$ cat src/rtl/dma.sv
// Single-channel word-copy DMA engine: a register slave port for setup and a
// bus master that moves one word per bus tenure from SRC to DST.
module dma (
    input  logic        clk,
    input  logic        reset,
    input  logic        cs_,
    input  logic        as_,
    input  logic        rw,
    input  logic [1:0]  addr,
    input  logic [31:0] wr_data,
    output logic [31:0] rd_data,
    output logic        rdy_,
    output logic        irq,
    output logic        bus_req_,
    input  logic        bus_grnt_,
    output logic [29:0] bus_addr,
    output logic        bus_as_,
    output logic        bus_rw,
    output logic [31:0] bus_wr_data,
    input  logic [31:0] bus_rd_data,
    input  logic        bus_rdy_
);

    typedef enum logic [2:0] {
        S_IDLE    = 3'd0,
        S_REQ     = 3'd1,
        S_RD      = 3'd2,
        S_RD_WAIT = 3'd3,
        S_WR      = 3'd4,
        S_WR_WAIT = 3'd5,
        S_RELEASE = 3'd6
    } state_t;

    localparam logic [1:0] A_CTRL  = 2'd0;
    localparam logic [1:0] A_SRC   = 2'd1;
    localparam logic [1:0] A_DST   = 2'd2;
    localparam logic [1:0] A_COUNT = 2'd3;

    state_t      state_q, state_d;
    logic [29:0] src_q, src_d;
    logic [29:0] dst_q, dst_d;
    logic [15:0] count_q, count_d;
    logic [31:0] buf_q, buf_d;
    logic        ie_q, ie_d;
    logic        done_q, done_d;
    logic        abort_q, abort_d;
    logic        irq_q, irq_d;
    logic        rdy_q, rdy_d;
    logic [31:0] rd_data_q, rd_data_d;
    logic [29:0] bus_addr_q, bus_addr_d;
    logic        bus_rw_q, bus_rw_d;
    logic [31:0] bus_wr_data_q, bus_wr_data_d;

    logic        slv_access;
    logic        slv_wr;
    logic        ctrl_wr;
    logic        busy;
    logic        start;
    logic        count_zero;
    logic        wr_data_unused;

    assign slv_access     = ~cs_ & ~as_;
    assign slv_wr         = slv_access & ~rw;
    assign ctrl_wr        = slv_wr && (addr == A_CTRL);
    assign busy           = (state_q != S_IDLE);
    assign start          = ctrl_wr & wr_data[0] & ~busy;
    assign count_zero     = (count_q == 16'd0);
    assign wr_data_unused = &{1'b0, wr_data[31:30]};

    // State register
    always_ff @(posedge clk or negedge reset) begin
        if (!reset) begin
            state_q <= S_IDLE;
        end else begin
            state_q <= state_d;
        end
    end

    // Next-state logic; a pending abort is honoured only at REQ or RELEASE
    always_comb begin
        state_d = state_q;
        case (state_q)
            S_IDLE: begin
                if (start && !count_zero) state_d = S_REQ;
            end
            S_REQ: begin
                if (abort_q)         state_d = S_IDLE;
                else if (!bus_grnt_) state_d = S_RD;
            end
            S_RD: begin
                state_d = S_RD_WAIT;
            end
            S_RD_WAIT: begin
                if (!bus_rdy_) state_d = S_WR;
            end
            S_WR: begin
                state_d = S_WR_WAIT;
            end
            S_WR_WAIT: begin
                if (!bus_rdy_) state_d = S_RELEASE;
            end
            S_RELEASE: begin
                if (abort_q || count_zero) state_d = S_IDLE;
                else                       state_d = S_REQ;
            end
            default: begin
                state_d = S_IDLE;
            end
        endcase
    end

    // Output logic
    always_comb begin
        bus_as_  = 1'b1;
        bus_req_ = 1'b1;
        case (state_q)
            S_REQ: begin
                bus_req_ = abort_q;
            end
            S_RD, S_WR: begin
                bus_as_  = 1'b0;
                bus_req_ = 1'b0;
            end
            S_RD_WAIT, S_WR_WAIT: begin
                bus_req_ = 1'b0;
            end
            default: begin
                bus_as_  = 1'b1;
                bus_req_ = 1'b1;
            end
        endcase
    end

    // Register file, progress counters and master datapath
    always_comb begin
        src_d         = src_q;
        dst_d         = dst_q;
        count_d       = count_q;
        buf_d         = buf_q;
        ie_d          = ie_q;
        done_d        = done_q;
        abort_d       = abort_q;
        bus_addr_d    = bus_addr_q;
        bus_rw_d      = bus_rw_q;
        bus_wr_data_d = bus_wr_data_q;

        if (slv_wr && !busy) begin
            case (addr)
                A_SRC:   src_d   = wr_data[29:0];
                A_DST:   dst_d   = wr_data[29:0];
                A_COUNT: count_d = wr_data[15:0];
                default: ;
            endcase
        end

        if (ctrl_wr) begin
            ie_d = wr_data[1];
            if (wr_data[2])          done_d  = 1'b0;
            if (busy && !wr_data[0]) abort_d = 1'b1;
        end

        if (state_q == S_RD_WAIT && !bus_rdy_) begin
            buf_d = bus_rd_data;
        end

        if (state_q == S_WR_WAIT && !bus_rdy_) begin
            src_d   = src_q + 30'd1;
            dst_d   = dst_q + 30'd1;
            count_d = count_q - 16'd1;
        end

        // A set in the same cycle as a clear write must win
        if ((start && count_zero) ||
            (state_q == S_RELEASE && count_zero && !abort_q)) begin
            done_d = 1'b1;
        end

        if (state_d == S_IDLE) begin
            abort_d = 1'b0;
        end

        if (state_d == S_RD) begin
            bus_addr_d = src_q;
            bus_rw_d   = 1'b1;
        end else if (state_d == S_WR) begin
            bus_addr_d    = dst_q;
            bus_rw_d      = 1'b0;
            bus_wr_data_d = buf_d;
        end
    end

    // Slave response: registered so rdy_ and data appear the cycle after the strobe
    always_comb begin
        irq_d     = done_q & ie_q;
        rdy_d     = ~slv_access;
        rd_data_d = 32'd0;
        if (slv_access && rw) begin
            case (addr)
                A_CTRL:  rd_data_d = {29'd0, done_q, ie_q, busy};
                A_SRC:   rd_data_d = {2'd0, src_q};
                A_DST:   rd_data_d = {2'd0, dst_q};
                default: rd_data_d = {16'd0, count_q};
            endcase
        end
    end

    always_ff @(posedge clk or negedge reset) begin
        if (!reset) begin
            src_q         <= 30'd0;
            dst_q         <= 30'd0;
            count_q       <= 16'd0;
            buf_q         <= 32'd0;
            ie_q          <= 1'b0;
            done_q        <= 1'b0;
            abort_q       <= 1'b0;
            irq_q         <= 1'b0;
            rdy_q         <= 1'b1;
            rd_data_q     <= 32'd0;
            bus_addr_q    <= 30'd0;
            bus_rw_q      <= 1'b1;
            bus_wr_data_q <= 32'd0;
        end else begin
            src_q         <= src_d;
            dst_q         <= dst_d;
            count_q       <= count_d;
            buf_q         <= buf_d;
            ie_q          <= ie_d;
            done_q        <= done_d;
            abort_q       <= abort_d;
            irq_q         <= irq_d;
            rdy_q         <= rdy_d;
            rd_data_q     <= rd_data_d;
            bus_addr_q    <= bus_addr_d;
            bus_rw_q      <= bus_rw_d;
            bus_wr_data_q <= bus_wr_data_d;
        end
    end

    assign irq         = irq_q;
    assign rdy_        = rdy_q;
    assign rd_data     = rd_data_q;
    assign bus_addr    = bus_addr_q;
    assign bus_rw      = bus_rw_q;
    assign bus_wr_data = bus_wr_data_q;

endmodule
$ cat config.mk
export PLATFORM = sky130hd
export DESIGN_NAME = dma
export DESIGN_NICKNAME = d
export VERILOG_FILES = /design/src/rtl/dma.sv
export SDC_FILE = /design/constraint.sdc
export NUM_CORES = 1
export LEC_CHECK = 0
export ABC_AREA = 1
export CAP_MARGIN = 20
export CORE_AREA = 5 5 206 208
export DETAILED_ROUTE_END_ITERATION = 7
export DIE_AREA = 0 0 211 213
export SKIP_CTS_REPAIR_TIMING = 1
export SYNTH_ARGS = -nofsm -noshare
export SYNTH_HDL_FRONTEND = slang
export SYNTH_SLANG_ARGS = --single-unit
$ cat constraint.sdc
create_clock -name clk -period 1.6 [get_ports clk]
set_input_delay 0.16 -clock clk [delete_from_list [all_inputs] [get_ports clk]]
set_output_delay 0.16 -clock clk [all_outputs]
set_load 0.01 [all_outputs]
[Yosys cells after proc, flatten, opt, wreduce, memory -nomap -nowiden]
Index checks and enable logic that the tools add are counted.
Storage, ports and cells
  bits in registers: 211
  bits of input ports: 73
  output and inout port bits: 99
  word-level logic and storage cells: 109
Cells by class
  add/subtract/negate cells: 3
  equality and inequality tests: 11
  muxes and demuxes: 31
  bitwise gates (word level): 11
  reduce and logical (&&, ||, !) cells: 39
Operators with widths (number)
  $mux 30: 8
  $pmux 30 s3: 1
  $mux 32: 2
  $add 30x1->30 const B: 2
  $mux 16: 3
  $pmux 3 s7: 1
  $reduce_bool 2->1: 9
  $logic_not 16->1: 1
  $sub 16x1->16 const B: 1
  $mux 3: 5
  $eq 3x3->1 const B: 4
  $reduce_and 2->1: 6
  $logic_and 1x1->1: 10
  $mux 1: 10
  $eq 3x2->1 const B: 3
  $logic_not 3->1: 2
  $not 1->1: 6
  $and 1x1->1: 5
  $logic_not 1->1: 5
  $eq 2x2->1 const B: 2
  $reduce_or 4->1: 1
  $eq 3x1->1 const B: 1
  $reduce_bool 3->1: 1
  $eq 2x1->1 const B: 1
  other kinds (4): 5

[Depth between registers and ports, before layout]
  word-level depth: 12
  gate-level depth with buffers: 11
  depth with buffers taken out: 11

[Worst setup path before layout]
Ideal clock, no wire load.
  path kind: register to register
  start: register src_q[1]
  end: register src_q[16]
  setup time: 0.113 ns
  arrival: 1.368 ns
  data required time: 1.487 ns
  path slack: 0.119 ns
  stages on the path, launching flop included: 11
  buffers on the path: 0
  clock period less this slack: 1.481 ns
  cell sequence: dfrtp_1 ha_1 nand2_1 nor2_2 nand2_1 nor2_1 nand3_1 nand2_1 nand3_1 nand2_1 inv_1
Between the ends
  cells in the longest elaborated chain, start to end: 2
Ends and longest elaborated chain
  start: declaration: RTL line 40  | logic [29:0] src_q, src_d;
  start signal: assignment: RTL line 223  | src_q <= src_d;
  $add 30x1->30: RTL line 167  | src_d = src_q + 30'd1;
  $mux 30: RTL line 166  | if (state_q == S_WR_WAIT && !bus_rdy_) begin
Every way passes these cells.
A chain may end at the register's enable or synchronous reset.

[Final worst setup path]
  start: register dst_q[1]
  end: register dst_q[11]
Between the ends
  cells in the longest elaborated chain, start to end: 2
Ends and longest elaborated chain
  start: declaration: RTL line 41  | logic [29:0] dst_q, dst_d;
  start signal: assignment: RTL line 224  | dst_q <= dst_d;
  $add 30x1->30: RTL line 168  | dst_d = dst_q + 30'd1;
  $mux 30: RTL line 166
Every way passes these cells.

==> results.json <==
{
  "routed_via_density": 4.73,
  "grt_first_pass_wirelength_um": 61200,
  "cp.buffers_inverters": 4,
  "synth_cells": 1405,
  "maxCapViolCount": 0,
  "critical_path_arrival_ns": 2.03,
  "cts_inserted_buffers": 17,
  "grt_remaining_overflow": 0,
  "fin_crit_sh_pct": 104,
  "dieHeight_um": 213,
  "synth_area_mm2": 0.00996,
  "synth_ff_type": "sky130_fd_sc_hd__dfrtp_1",
  "initial_utilization_pct": 24.7,
  "clkSlewWorstSetupHoldPaths_ns": 0.07,
  "mostFrequentLayoutCell": "sky130_fd_sc_hd__nand2_1",
  "synth_edf_count": 0,
  "antennaDiodeCount": 0,
  "die_width_um": 211,
  "power_frac_comb_pct": 47.3,
  "initial_antenna_violation_count": 0,
  "place_congestion": 0.983,
  "totalNegativeSetupSlack_ns": -0.128,
  "route.antenna.remaining_nets": 0,
  "routed-via-count": 10800,
  "synth.yosys.seq_area_share_pct": 44.5,
  "drt_drc_violations_left": 0,
  "cp.required_ns": 1.97,
  "insertion_delay_ns": 0.45,
  "fp.coreArea_mm2": 0.0404,
  "netSwitchingPower_mw": 10.2,
  "synth_area_leaders": "sky130_fd_sc_hd__dfrtp_1, sky130_fd_sc_hd__nand2_1, sky130_fd_sc_hd__nor2_1",
  "routedWlPerCell_um": 18.1,
  "max-vdd-ir-drop_mv": 0.803,
  "share_of_yosys_cell_area_claimed_by_the_top_area_cell_type_pct": 44.0,
  "rsz0062_at_grt": "true",
  "boundaryPins": 172,
  "cts_sinks": 177,
  "critPathMaxStageDelay_ns": 0.39,
  "crit_chain": "buf_6 -> nand2_4 -> nor2_4 -> buf_4 -> inv_2 -> nor2_2 -> buf_4 -> xor2_1 -> nand2_1 -> a21oi_1",
  "power_density_mw_per_mm2": 1650,
  "min_period_ns": 1.66,
  "synth_area_leader_cell": "sky130_fd_sc_hd__dfrtp_1",
  "share_of_post_route_cells_with_drive_strength_above_1_pct": 21.1,
  "finalNetCount": 1806,
  "drt_iter0_drc": 910,
  "timing.setup.critical_path_class": "register to register",
  "max_clock_freq_mhz": 601,
  "dp_worst_setup_slack_ns": -0.254,
  "floorplan.die_area_mm2": 0.0449,
  "largest_net_degree_at_the_start_of_global_routing": 43,
  "timing.clock.skew_ns": 0.0132,
  "dp_hpwl_um": 31700,
  "hold-worst-slack_ns": 0.213,
  "global_route.usage.total_pct": 17.6,
  "failing_checks": "setup timing",
  "clock_tree.buffer_depth": 2,
  "max_slew_violation_count": 0,
  "run_status": "finished, violations left",
  "synthesis.area_per_instance_um2": 7.09,
  "yosysUniqueCellTypes": 36,
  "power_leakage_nw": 7.15,
  "synth_warnings": 0,
  "numPortBuffers": 167,
  "setup.worst_path.start_class": "register",
  "wl_um": 41100,
  "setup_slack_ns": -0.0636,
  "first_pass_iters": 6,
  "cts_tree": "done",
  "flow.area_growth_from_synthesis_pct": 50.1,
  "clock_tree.htree_level_count": 4,
  "timing.final.setup_violations": 5,
  "hold_viol_final": 0,
  "worst-path-max-fanout": 5,
  "internal_power_component_mw": 14.5,
  "clockRootBuffer": "sky130_fd_sc_hd__clkbuf_16",
  "sequential_power_share_pct": 32.4,
  "power_switching_share_pct": 41.3,
  "totalPowerFinal_mw": 24.7,
  "hold_path.class": "input pin to async pin",
  "synth-seq-cells": 177,
  "critical_path_endpoint_category": "register",
  "grt_pass1_vias": 10500,
  "clkPwrFrac_pct": 20.2,
  "crit_top_cell": "sky130_fd_sc_hd__buf_4",
  "worst_path_dominant_cell_family": "buffers and inverters",
  "fp-row-count": 74,
  "mostFrequentLayoutCells": "sky130_fd_sc_hd__nand2_1, sky130_fd_sc_hd__dfrtp_1, sky130_fd_sc_hd__buf_4",
  "worst_path_max_delay_cell": "sky130_fd_sc_hd__dfrtp_1",
  "async_reset_ff_share_pct": 100
}
==> worst reg2reg max path: stages, from the launching register on <==
cell and delay, ns:
sky130_fd_sc_hd__dfrtp_1 0.39, sky130_fd_sc_hd__buf_6 0.13, sky130_fd_sc_hd__nand2_4 0.05, sky130_fd_sc_hd__nor2_4 0.24, sky130_fd_sc_hd__buf_4 0.16, sky130_fd_sc_hd__inv_2 0.05
sky130_fd_sc_hd__nor2_2 0.10, sky130_fd_sc_hd__buf_4 0.13, sky130_fd_sc_hd__xor2_1 0.15, sky130_fd_sc_hd__nand2_1 0.06, sky130_fd_sc_hd__a21oi_1 0.12
==> path summary, 6_finish.rpt <==
check | from | end | slack (ns) | cells past startpoint
max | dst_q[1] | dst_q[11] | -0.06 | 10
min in group clk | bus_rd_data[26] | bus_wr_data[26] | 0.24 | 3
min reg2reg | bus_rw | bus_rw | 0.47 | 2
min | reset | rd_data[26] | 0.21 | 2
max in group asynchronous | reset | bus_rw | 0.73 | 3
max reg2reg | dst_q[1] | dst_q[11] | -0.06 | 10
==> cell type report <==
type / count / area, um2
fillers: 4306 / 25400
multi-input cells: 1003 / 5080
flip-flops and latches: 177 / 4450
repair buffers: 357 / 3400
inverters: 174 / 686
well taps: 532 / 666
clock buffers: 18 / 429
clock inverters: 14 / 250
==> routing by layer <==
layer,vias to the layer above,wire [um],global-route usage (%)
li1,5127,-,-
met1,5098,18100,24.0
met2,461,18700,27.7
met3,77,2870,3.38
met4,0,1480,6.89
met5,-,0,0
==> cell families after synthesis <==
family	share of synthesized area (%)
xor gates and xnor gates	1.06
and+or+nand+nor	32.3
AOI/OAI and AO/OA	12.2
DFF	44.5
adders and majority gates	0.377
buffers and inverters	9.57
other	0.0376
==> cells in the mapped netlist, types with 7 or more instances <==
master	instances
sky130_fd_sc_hd__nand2_4	7
sky130_fd_sc_hd__nor2_1	192
sky130_fd_sc_hd__a21oi_1	57
sky130_fd_sc_hd__nand3_1	87
sky130_fd_sc_hd__o22ai_1	14
sky130_fd_sc_hd__clkbuf_1	15
sky130_fd_sc_hd__nand4_1	11
sky130_fd_sc_hd__dfrtp_1	175
sky130_fd_sc_hd__buf_2	21
sky130_fd_sc_hd__o211ai_1	27
sky130_fd_sc_hd__buf_4	9
sky130_fd_sc_hd__o21ai_0	53
sky130_fd_sc_hd__a31oi_1	7
sky130_fd_sc_hd__inv_1	164
sky130_fd_sc_hd__xor2_1	12
sky130_fd_sc_hd__nand2_1	472
sky130_fd_sc_hd__o221ai_1	29
==> metrics by stage <==
step	std cells	utilization, %	area (um2)
after floorplan	1406	-	9960
after global placement	2222	33.3	13400
after detailed placement	2222	33.3	13400
after CTS	2254	35.0	14100
after global routing	2275	37.0	15000
final	2275	37.0	15000
==> state kept, by name, summed over array words and instances (netlist names) <==
signal and cells:
bus_rw 1, count_q 16, bus_addr 30, rdy_ 1
done_q 1, src_q 30, rd_data 30, irq 1
abort_q 1, ie_q 1, state_q 3, bus_wr_data 32
dst_q 30
==> power groups by stage <==
stage               sequential, mW  combinational, mW  clock (mW)
floorplan                     7.97               4.96           0
global placement              7.92               10.7           0
detailed placement            7.95               10.8           0
CTS                           7.89               10.8        5.10
global route                  8.25               12.9        5.26
finish                        8.03               11.7        5.01
Power figures use the tool's default switching activity.
